--- config.mk ---
export PLATFORM = sky130hd
export DESIGN_NAME = pipe_mux_reg_flat
export DESIGN_NICKNAME = d
export VERILOG_FILES = /design/src/rtl/pipe_mux_reg_if.sv /design/src/rtl/pipe_mux_reg.sv /design/src/flat_wrapper.sv
export SDC_FILE = /design/constraint.sdc
export NUM_CORES = 1
export LEC_CHECK = 0
export CORE_MARGIN = 1.5
export CORE_UTILIZATION = 31
export DETAILED_ROUTE_END_ITERATION = 12
export GPL_TIMING_DRIVEN = 0
export PLACE_DENSITY_LB_ADDON = 0.08
export SYNTH_ARGS = -nofsm -noshare
export SYNTH_HDL_FRONTEND = slang
export SYNTH_SLANG_ARGS = --single-unit
--- constraint.sdc ---
create_clock -name clk -period 1.62 [get_ports clk]
set_clock_uncertainty 0.15 [all_clocks]
set_input_delay 0.324 -clock clk [delete_from_list [all_inputs] [get_ports clk]]
set_output_delay 0.324 -clock clk [all_outputs]
set_load 0.05 [all_outputs]
--- src/rtl/pipe_mux_reg_if.sv ---
// Purpose : bundles the selector's channel bus, controls and registered outputs.
// Latency : n/a (wiring only).
// Backpressure : n/a; stall/flush travel as plain control inputs.
//
// Signals:
//   in_bus    packed channels, channel i = in_bus[i*WIDTH +: WIDTH]
//   sel       channel select (out-of-range values clamp to the last channel)
//   in_valid  selected data is valid
//   stall     hold register contents
//   flush     squash register to a bubble
//   out       registered selected data
//   out_valid registered valid
//   out_sel   registered effective (clamped) select
//   stall_cnt saturating count of stalled cycles with out_valid=1
//
// master : the side that drives channels and controls (upstream / hazard unit)
// slave  : the selector register itself
interface pipe_mux_reg_if #(
  parameter int WIDTH  = 32,
  parameter int NUM_IN = 5,
  parameter int CNT_W  = 8
);
  localparam int SEL_W = (NUM_IN > 2) ? $clog2(NUM_IN) : 1;

  logic [NUM_IN*WIDTH-1:0] in_bus;
  logic [SEL_W-1:0]        sel;
  logic                    in_valid;
  logic                    stall;
  logic                    flush;
  logic [WIDTH-1:0]        out;
  logic                    out_valid;
  logic [SEL_W-1:0]        out_sel;
  logic [CNT_W-1:0]        stall_cnt;

  modport master (
    output in_bus, sel, in_valid, stall, flush,
    input  out, out_valid, out_sel, stall_cnt
  );

  modport slave (
    input  in_bus, sel, in_valid, stall, flush,
    output out, out_valid, out_sel, stall_cnt
  );
endinterface

--- src/rtl/pipe_mux_reg.sv ---
// Purpose : NUM_IN-way selector feeding a pipeline register with valid, stall and flush.
// Latency : 1 cycle from input sampling to registered outputs; no input-to-output comb path.
// Backpressure : stall holds the register (and counts stalled-valid cycles); flush squashes it.
//
// Ports:
//   clk    rising-edge clock for all state
//   reset  synchronous, active-high; clears data, valid, select and stall counter
//   bus    pipe_mux_reg_if.slave (channels, sel, in_valid, stall, flush in;
//          out, out_valid, out_sel, stall_cnt out)
module pipe_mux_reg #(
  parameter int              WIDTH     = 32,
  parameter int              NUM_IN    = 5,
  parameter int              CNT_W     = 8,
  parameter logic [WIDTH-1:0] RESET_VAL = '0
) (
  input  logic          clk,
  input  logic          reset,
  pipe_mux_reg_if.slave bus
);
  localparam int SEL_W = (NUM_IN > 2) ? $clog2(NUM_IN) : 1;

  logic [SEL_W-1:0] eff_sel;
  logic [WIDTH-1:0] sel_dat;

  logic [WIDTH-1:0] out_q;
  logic             out_valid_q;
  logic [SEL_W-1:0] out_sel_q;
  logic [CNT_W-1:0] stall_cnt_q;

  // Compare one bit wider so a power-of-two NUM_IN does not truncate to zero.
  always_comb begin
    eff_sel = bus.sel;
    if ({1'b0, bus.sel} >= (SEL_W + 1)'(NUM_IN))
      eff_sel = SEL_W'(NUM_IN - 1);
  end

  always_comb begin
    sel_dat = '0;
    for (int i = 0; i < NUM_IN; i++) begin
      if (eff_sel == SEL_W'(i))
        sel_dat = bus.in_bus[i*WIDTH +: WIDTH];
    end
  end

  // Priority: reset > flush > stall > load. Data loads even when in_valid=0.
  always_ff @(posedge clk) begin
    if (reset) begin
      out_q       <= RESET_VAL;
      out_valid_q <= 1'b0;
      out_sel_q   <= '0;
      stall_cnt_q <= '0;
    end else if (bus.flush) begin
      out_q       <= RESET_VAL;
      out_valid_q <= 1'b0;
      out_sel_q   <= '0;
    end else if (bus.stall) begin
      // Only stalls that hold real data count; saturate at all-ones.
      if (out_valid_q && (stall_cnt_q != '1))
        stall_cnt_q <= stall_cnt_q + 1'b1;
    end else begin
      out_q       <= sel_dat;
      out_valid_q <= bus.in_valid;
      out_sel_q   <= eff_sel;
    end
  end

  assign bus.out       = out_q;
  assign bus.out_valid = out_valid_q;
  assign bus.out_sel   = out_sel_q;
  assign bus.stall_cnt = stall_cnt_q;
endmodule

--- src/flat_wrapper.sv ---
// flat-port wrapper written by rule: the top's interface ports become plain ports
module pipe_mux_reg_flat 
#(
  parameter int              WIDTH     = 32,
  parameter int              NUM_IN    = 5,
  parameter int              CNT_W     = 8,
  parameter logic [WIDTH-1:0] RESET_VAL = '0
)
  (clk, reset, bus_in_bus, bus_sel, bus_in_valid, bus_stall, bus_flush, bus_out, bus_out_valid, bus_out_sel, bus_stall_cnt);
  pipe_mux_reg_if #(.WIDTH(WIDTH), .NUM_IN(NUM_IN), .CNT_W(CNT_W)) bus_i ();
  input  logic clk;
  input  logic reset;
  input wire logic [$bits(bus_i.in_bus)-1:0] bus_in_bus;
  input wire logic [$bits(bus_i.sel)-1:0] bus_sel;
  input wire logic [$bits(bus_i.in_valid)-1:0] bus_in_valid;
  input wire logic [$bits(bus_i.stall)-1:0] bus_stall;
  input wire logic [$bits(bus_i.flush)-1:0] bus_flush;
  output wire logic [$bits(bus_i.out)-1:0] bus_out;
  output wire logic [$bits(bus_i.out_valid)-1:0] bus_out_valid;
  output wire logic [$bits(bus_i.out_sel)-1:0] bus_out_sel;
  output wire logic [$bits(bus_i.stall_cnt)-1:0] bus_stall_cnt;
  assign bus_i.in_bus = bus_in_bus;
  assign bus_i.sel = bus_sel;
  assign bus_i.in_valid = bus_in_valid;
  assign bus_i.stall = bus_stall;
  assign bus_i.flush = bus_flush;
  assign bus_out = bus_i.out;
  assign bus_out_valid = bus_i.out_valid;
  assign bus_out_sel = bus_i.out_sel;
  assign bus_stall_cnt = bus_i.stall_cnt;
  pipe_mux_reg #(.WIDTH(WIDTH), .NUM_IN(NUM_IN), .CNT_W(CNT_W), .RESET_VAL(RESET_VAL)) u_core (.clk(clk), .reset(reset), .bus(bus_i));
endmodule
# Word-level counts from Yosys, hierarchy flattened
# Index checks and enable logic that the tools add are counted.
[totals]
reg_bits = 44
inputBits = 168
out_inout_bits = 44
[op_classes]
n_addsub = 1
order_cmp = 1
n_eq_ne = 5
mux = 6
n_bitwise = 1
n_reduce_logical = 4
[op_table]
columns = ["op", "n"]
rows = [
  ["two-way mux 32 bit", 5],
  ["adder 8 x 1 -> 8 bit, second input constant", 1],
  ["!= test 8 bit, second input constant", 1],
  ["equality test 3 x 2 -> 1 bit, second input constant", 2],
  ["equality test 3 x 1 -> 1 bit, second input constant", 1],
  ["equality test 3 bit, second input constant", 1],
  ["greater-or-equal comparator 3 bit, second input constant", 1],
  ["zero test 3 bit", 1],
  ["two-way mux 3 bit", 1],
  ["AND reduction 3 bit", 1],
  ["OR reduction 2 bit", 1],
  ["logical AND 1 bit", 1],
  ["inverter 1 bit", 1],
]

# Logic depth before layout (Yosys ltp)
[logic_depth]
depth_word = 8
mapped_depth = 5
depth_no_buf = 5

# Worst setup path after synthesis
# Ideal clock, no wire load.
[synth_timing]
path_kind = "reg-to-reg"
start = "register u_core.stall_cnt_q[0], in the netlist u_core.bus.stall_cnt[0]"
end = "register u_core.stall_cnt_q[4], in the netlist u_core.bus.stall_cnt[4]"
setup_ns = 0.125
arrival_ns = 1.661
path_slack_ns = -0.316
stages_incl_launch_ff = 6
n_path_buf = 0
period_less_slack_ns = 1.936
cell_sequence = "dfxtp_1 > ha_1 > nand2_1 > a2111oi_1 > xnor2_1 > nor2_1"
[synth_via]
elab_chain_cells = 3
elab_cells_between_ends = 4
cone_classes = "add/sub (1); eq/ne (1); reduce/logical (2)"
[synth_lines]
columns = ["element", "line", "rtl"]
rows = [
  ["start: declaration", "pipe_mux_reg.sv:28", "logic [CNT_W-1:0] stall_cnt_q;"],
  ["start signal: assignment", "pipe_mux_reg.sv:59", "stall_cnt_q <= stall_cnt_q + 1'b1;"],
  ["parallel branches: the longest is 3 deep, another holds adder 8 x 1 -> 8 bit", "n/a", ""],
]
# Several ways; the timed one is not identified.
# A chain may end at the register's enable or synchronous reset.

# Final worst setup path
[layout_timing]
start = "register u_core.stall_cnt_q[0], in the netlist u_core.bus.stall_cnt[0]"
end = "register u_core.stall_cnt_q[5], in the netlist u_core.bus.stall_cnt[5]"
# The elaborated chain is that of the path after synthesis.

==> reports/qor.csv <==
stage,metric,value,unit
run_status,status,completed,
grt,use_met2,0.385,
detailed_routing,vias,3041,
synthesis,synthFlopType,dfxtp_1,
power_and_ir_drop,swShare,0.273,
clock_network,cts_hold_buf,0,
timing,rsz0062_at_grt,true,
worst_setup_path,r2r_start,u_core.bus.stall_cnt[0],
layout,area_growth_syn_to_layout,84.3,%
clock_network,cts_sinks,44,
placed_design,dpl-instance-area,0.00502,sq mm
timing,min_period,1.56,ns
detailed_routing,drcViolationCount,0,
clock_network,h-tree-depth,2,
timing,hold_ws,0.228,ns
detailed_routing,avgViaCountPerCell,5.06,
grt,grt_start_max_net_pins,14,
power_and_ir_drop,p_int,2.17,mW
synthesis,synth-edff-count,0,
synthesis,synthTopCellsByArea,"dfxtp_1 (31%), mux4_2 (26%), a221oi_1 (10%), nand2b_1 (7.1%), a21oi_1 (6.4%)",
grt,first_global_vias,3134,
layout,drive_gt1_frac,0.225,
clock_network,root_buffer,clkbuf_8,
detailed_routing,wl_per_cell,16.6,um
layout,n_antenna_cell,0,
worst_setup_path,crit_end,u_core.bus.stall_cnt[5],
synthesis,avgSynthCellArea,10.0,sq um
die,coreArea,0.00876,sq mm
timing,drv_slew,0,
grt,gr-usage-met1,0.224,
grt,grt_util_met3,0.0608,
synthesis,ys_seq_area_frac,0.314,
synthesis,netlist_instances,279,
worst_setup_path,regToRegSetupSlack,0.06,ns
worst_setup_path,cp_slowest_cell,or4_1,
synthesis,synth_top_cell_by_area,dfxtp_1,
layout,fin_nets,661,
synthesis,synth_top_cell_area_share,0.314,
worst_setup_path,cp_data_required_time,1.70,ns
grt,grt_pass1_wl,15.6,mm
synthesis,async_reset_ff_frac,0,
clock_network,insertion_delay,0.30,ns
hold_path,hold_path.class,primary input to flop,
timing,fin_crit_sh,0.963,
die,die_h,98.1,um
worst_setup_path,rr_worst_depth,5,
power_and_ir_drop,p_seq_frac,0.380,
detailed_routing,antenna_left,0,
synthesis,ys_seq_elements,44,
worst_setup_path,crit_path_max_fanout,5,
timing,tightest_slew,0.533,ns
synthesis,syn_nets,448,
grt,top_usage_layer,met2,
grt,grt_use_total,0.206,
die,rows,34,
layout,finalInstanceArea,0.00517,sq mm
detailed_routing,drt_iter0_markers,36,
clock_network,clock_path_buffers,2,
layout,fillers,797,
timing,slew_headroom,0.645,
timing,clock.fmax,641,MHz
clock_network,path_clk_slew,0.09,ns
timing,finalHoldViolCount,0,
worst_setup_path,worstPathArrival,1.64,ns
timing,finalSetupViolations,0,
die,ioPinCount,212,
worst_setup_path,slowest_delay,0.41,ns
detailed_routing,drt_pass1_iterations,4,
placed_design,dp_hpwl,7.97,mm
clock_network,numCtsBuffers,5,
power_and_ir_drop,pwr-share-comb,0.335,
power_and_ir_drop,p_per_area,578,mW/mm^2
worst_setup_path,cp-start-kind,flop,
detailed_routing,wl,10.0,mm
synthesis,synth_cell_types,34,
die,chipWidth,98.1,um
worst_setup_path,r2r_end,u_core.bus.stall_cnt[5],
placed_design,finalWeightedCongestion,0.751,
die,initial_core_util,0.320,
die,die_area,0.00962,sq mm
timing,timing.final.ws_setup,0.0596,ns
layout,mostFrequentLayoutCells,"clkdlybuf4s50_1 (161), clkdlybuf4s15_2 (38), a21oi_1 (36), dfxtp_1 (35), inv_1 (34)",
power_and_ir_drop,p_switching,816,uW
worst_setup_path,crit_chain,ha_1 > nand2_2 > nor3_1 > or4_1 > a21oi_1,
synthesis,syn_area,0.00280,sq mm
power_and_ir_drop,ir_drop,0.413,mV
placed_design,port_buffers,206,
job,drv_cap,0,
grt,antenna_found_initial,0,
power_and_ir_drop,p_leak,1.83,nW
power_and_ir_drop,power_frac_clock,0.285,
power_and_ir_drop,power,2.99,mW
clock_network,tritoncts,done,
worst_setup_path,setup.worst_path.start,u_core.bus.stall_cnt[0],
layout,final_common_cell,clkdlybuf4s50_1,
worst_setup_path,crit_path_end_kind,flop,
worst_setup_path,path_class,flop to flop,
placed_design,pre_cts_slack,-0.541,ns
synthesis,ys_warn_count,0,
grt,grt_overflow,0,
-- logic make-up after synthesis --
| family | synth area share |
|---|---|
| AO/OA/AOI/OAI | 0.187 |
| XOR/XNOR | 0.00625 |
| adder cells (fa/ha/maj) | 0.00446 |
| buffers and inverters | 0.0950 |
| flip-flops | 0.314 |
| multiplexers | 0.268 |
| AND/OR/NAND/NOR | 0.126 |
-- critical path: cells and delay by family (launching register included) --
kind                     cells  cell delay [ns]
AO/OA/AOI/OAI                1             0.13
adder cells (fa/ha/maj)      1             0.22
AND/OR/NAND/NOR              3             0.63
flip-flops                   1             0.37
-- repair_timing --
action,4_1_cts,5_1_grt
gates cloned,0,0
buffers inserted,0,1
resized for setup,131,9
pin swaps,0,1
setup endpoints to repair,76,41
-- sequential cells by signal, indices dropped and copies added (netlist names) --
| name | cells |
|---|---|
| u_core.bus.out | 32 |
| u_core.bus.out_sel | 3 |
| u_core.bus.stall_cnt | 8 |
| u_core.bus.out_valid | 1 |
-- layer usage --
metal | wire length (um) | share of wire
met3 | 836 | 0.084
met2 | 5240 | 0.52
met4 | 162 | 0.016
met1 | 3760 | 0.38
met5 | 0 | 0
-- cells in the mapped netlist, drive strengths merged, types with 2 or more instances --
cell,instances
a21oi,36
a221oi,32
buf,10
clkbuf,18
dfxtp,44
inv,34
mux2i,3
mux4,32
nand2,3
nand2b,32
nor2,10
nor3,3
o31ai,2
or2,2
-- worst min-delay path by stage --
stage	start	endpoint	slack (ns)	cells past startpoint
after CTS	reset	u_core.bus.stall_cnt[1]	0.23	2
after global routing	reset	u_core.bus.stall_cnt[4]	0.25	2
after detailed placement	u_core.bus.out[2]	u_core.bus.out[2]	0.31	2
final	reset	u_core.bus.stall_cnt[1]	0.23	2
after floorplan	bus_in_valid	u_core.bus.out_valid	0.32	2
after global placement	u_core.bus.out[4]	u_core.bus.out[4]	0.30	2
-- per-stage QoR --
stage / utilization / TNS, ns / std cells
finish: 0.590 / 0 / 601
global route: 0.590 / -0.0546 / 601
CTS: 0.591 / 0 / 601
detailed placement: 0.573 / -17.65 / 593
global placement: 0.573 / -17.85 / 593
floorplan: - / 0 / 279
-- area by class of cell --
| cell class | count | area, sq um | area share |
|---|---|---|---|
| inverter | 34 | 128 | 0.0247 |
| clock inverter | 2 | 35.0 | 0.00678 |
| clock buffer | 6 | 72.6 | 0.0140 |
| sequential | 44 | 902 | 0.175 |
| timing repair buffer | 207 | 2090 | 0.404 |
| multi-input combinational | 173 | 1670 | 0.323 |
| buffer | 27 | 139 | 0.0269 |
| tap | 108 | 135 | 0.0261 |
-- power by group through the flow --
stage               Sequential (mW)  Clock, mW  Combinational [mW]
floorplan                      1.29          0               0.346
global placement               1.16          0                1.01
detailed placement             1.16          0                1.03
CTS                            1.13      0.875                1.02
global route                   1.14      0.924                1.07
finish                         1.13      0.850                1.00
No activity file was read; power rests on OpenSTA's default activity.
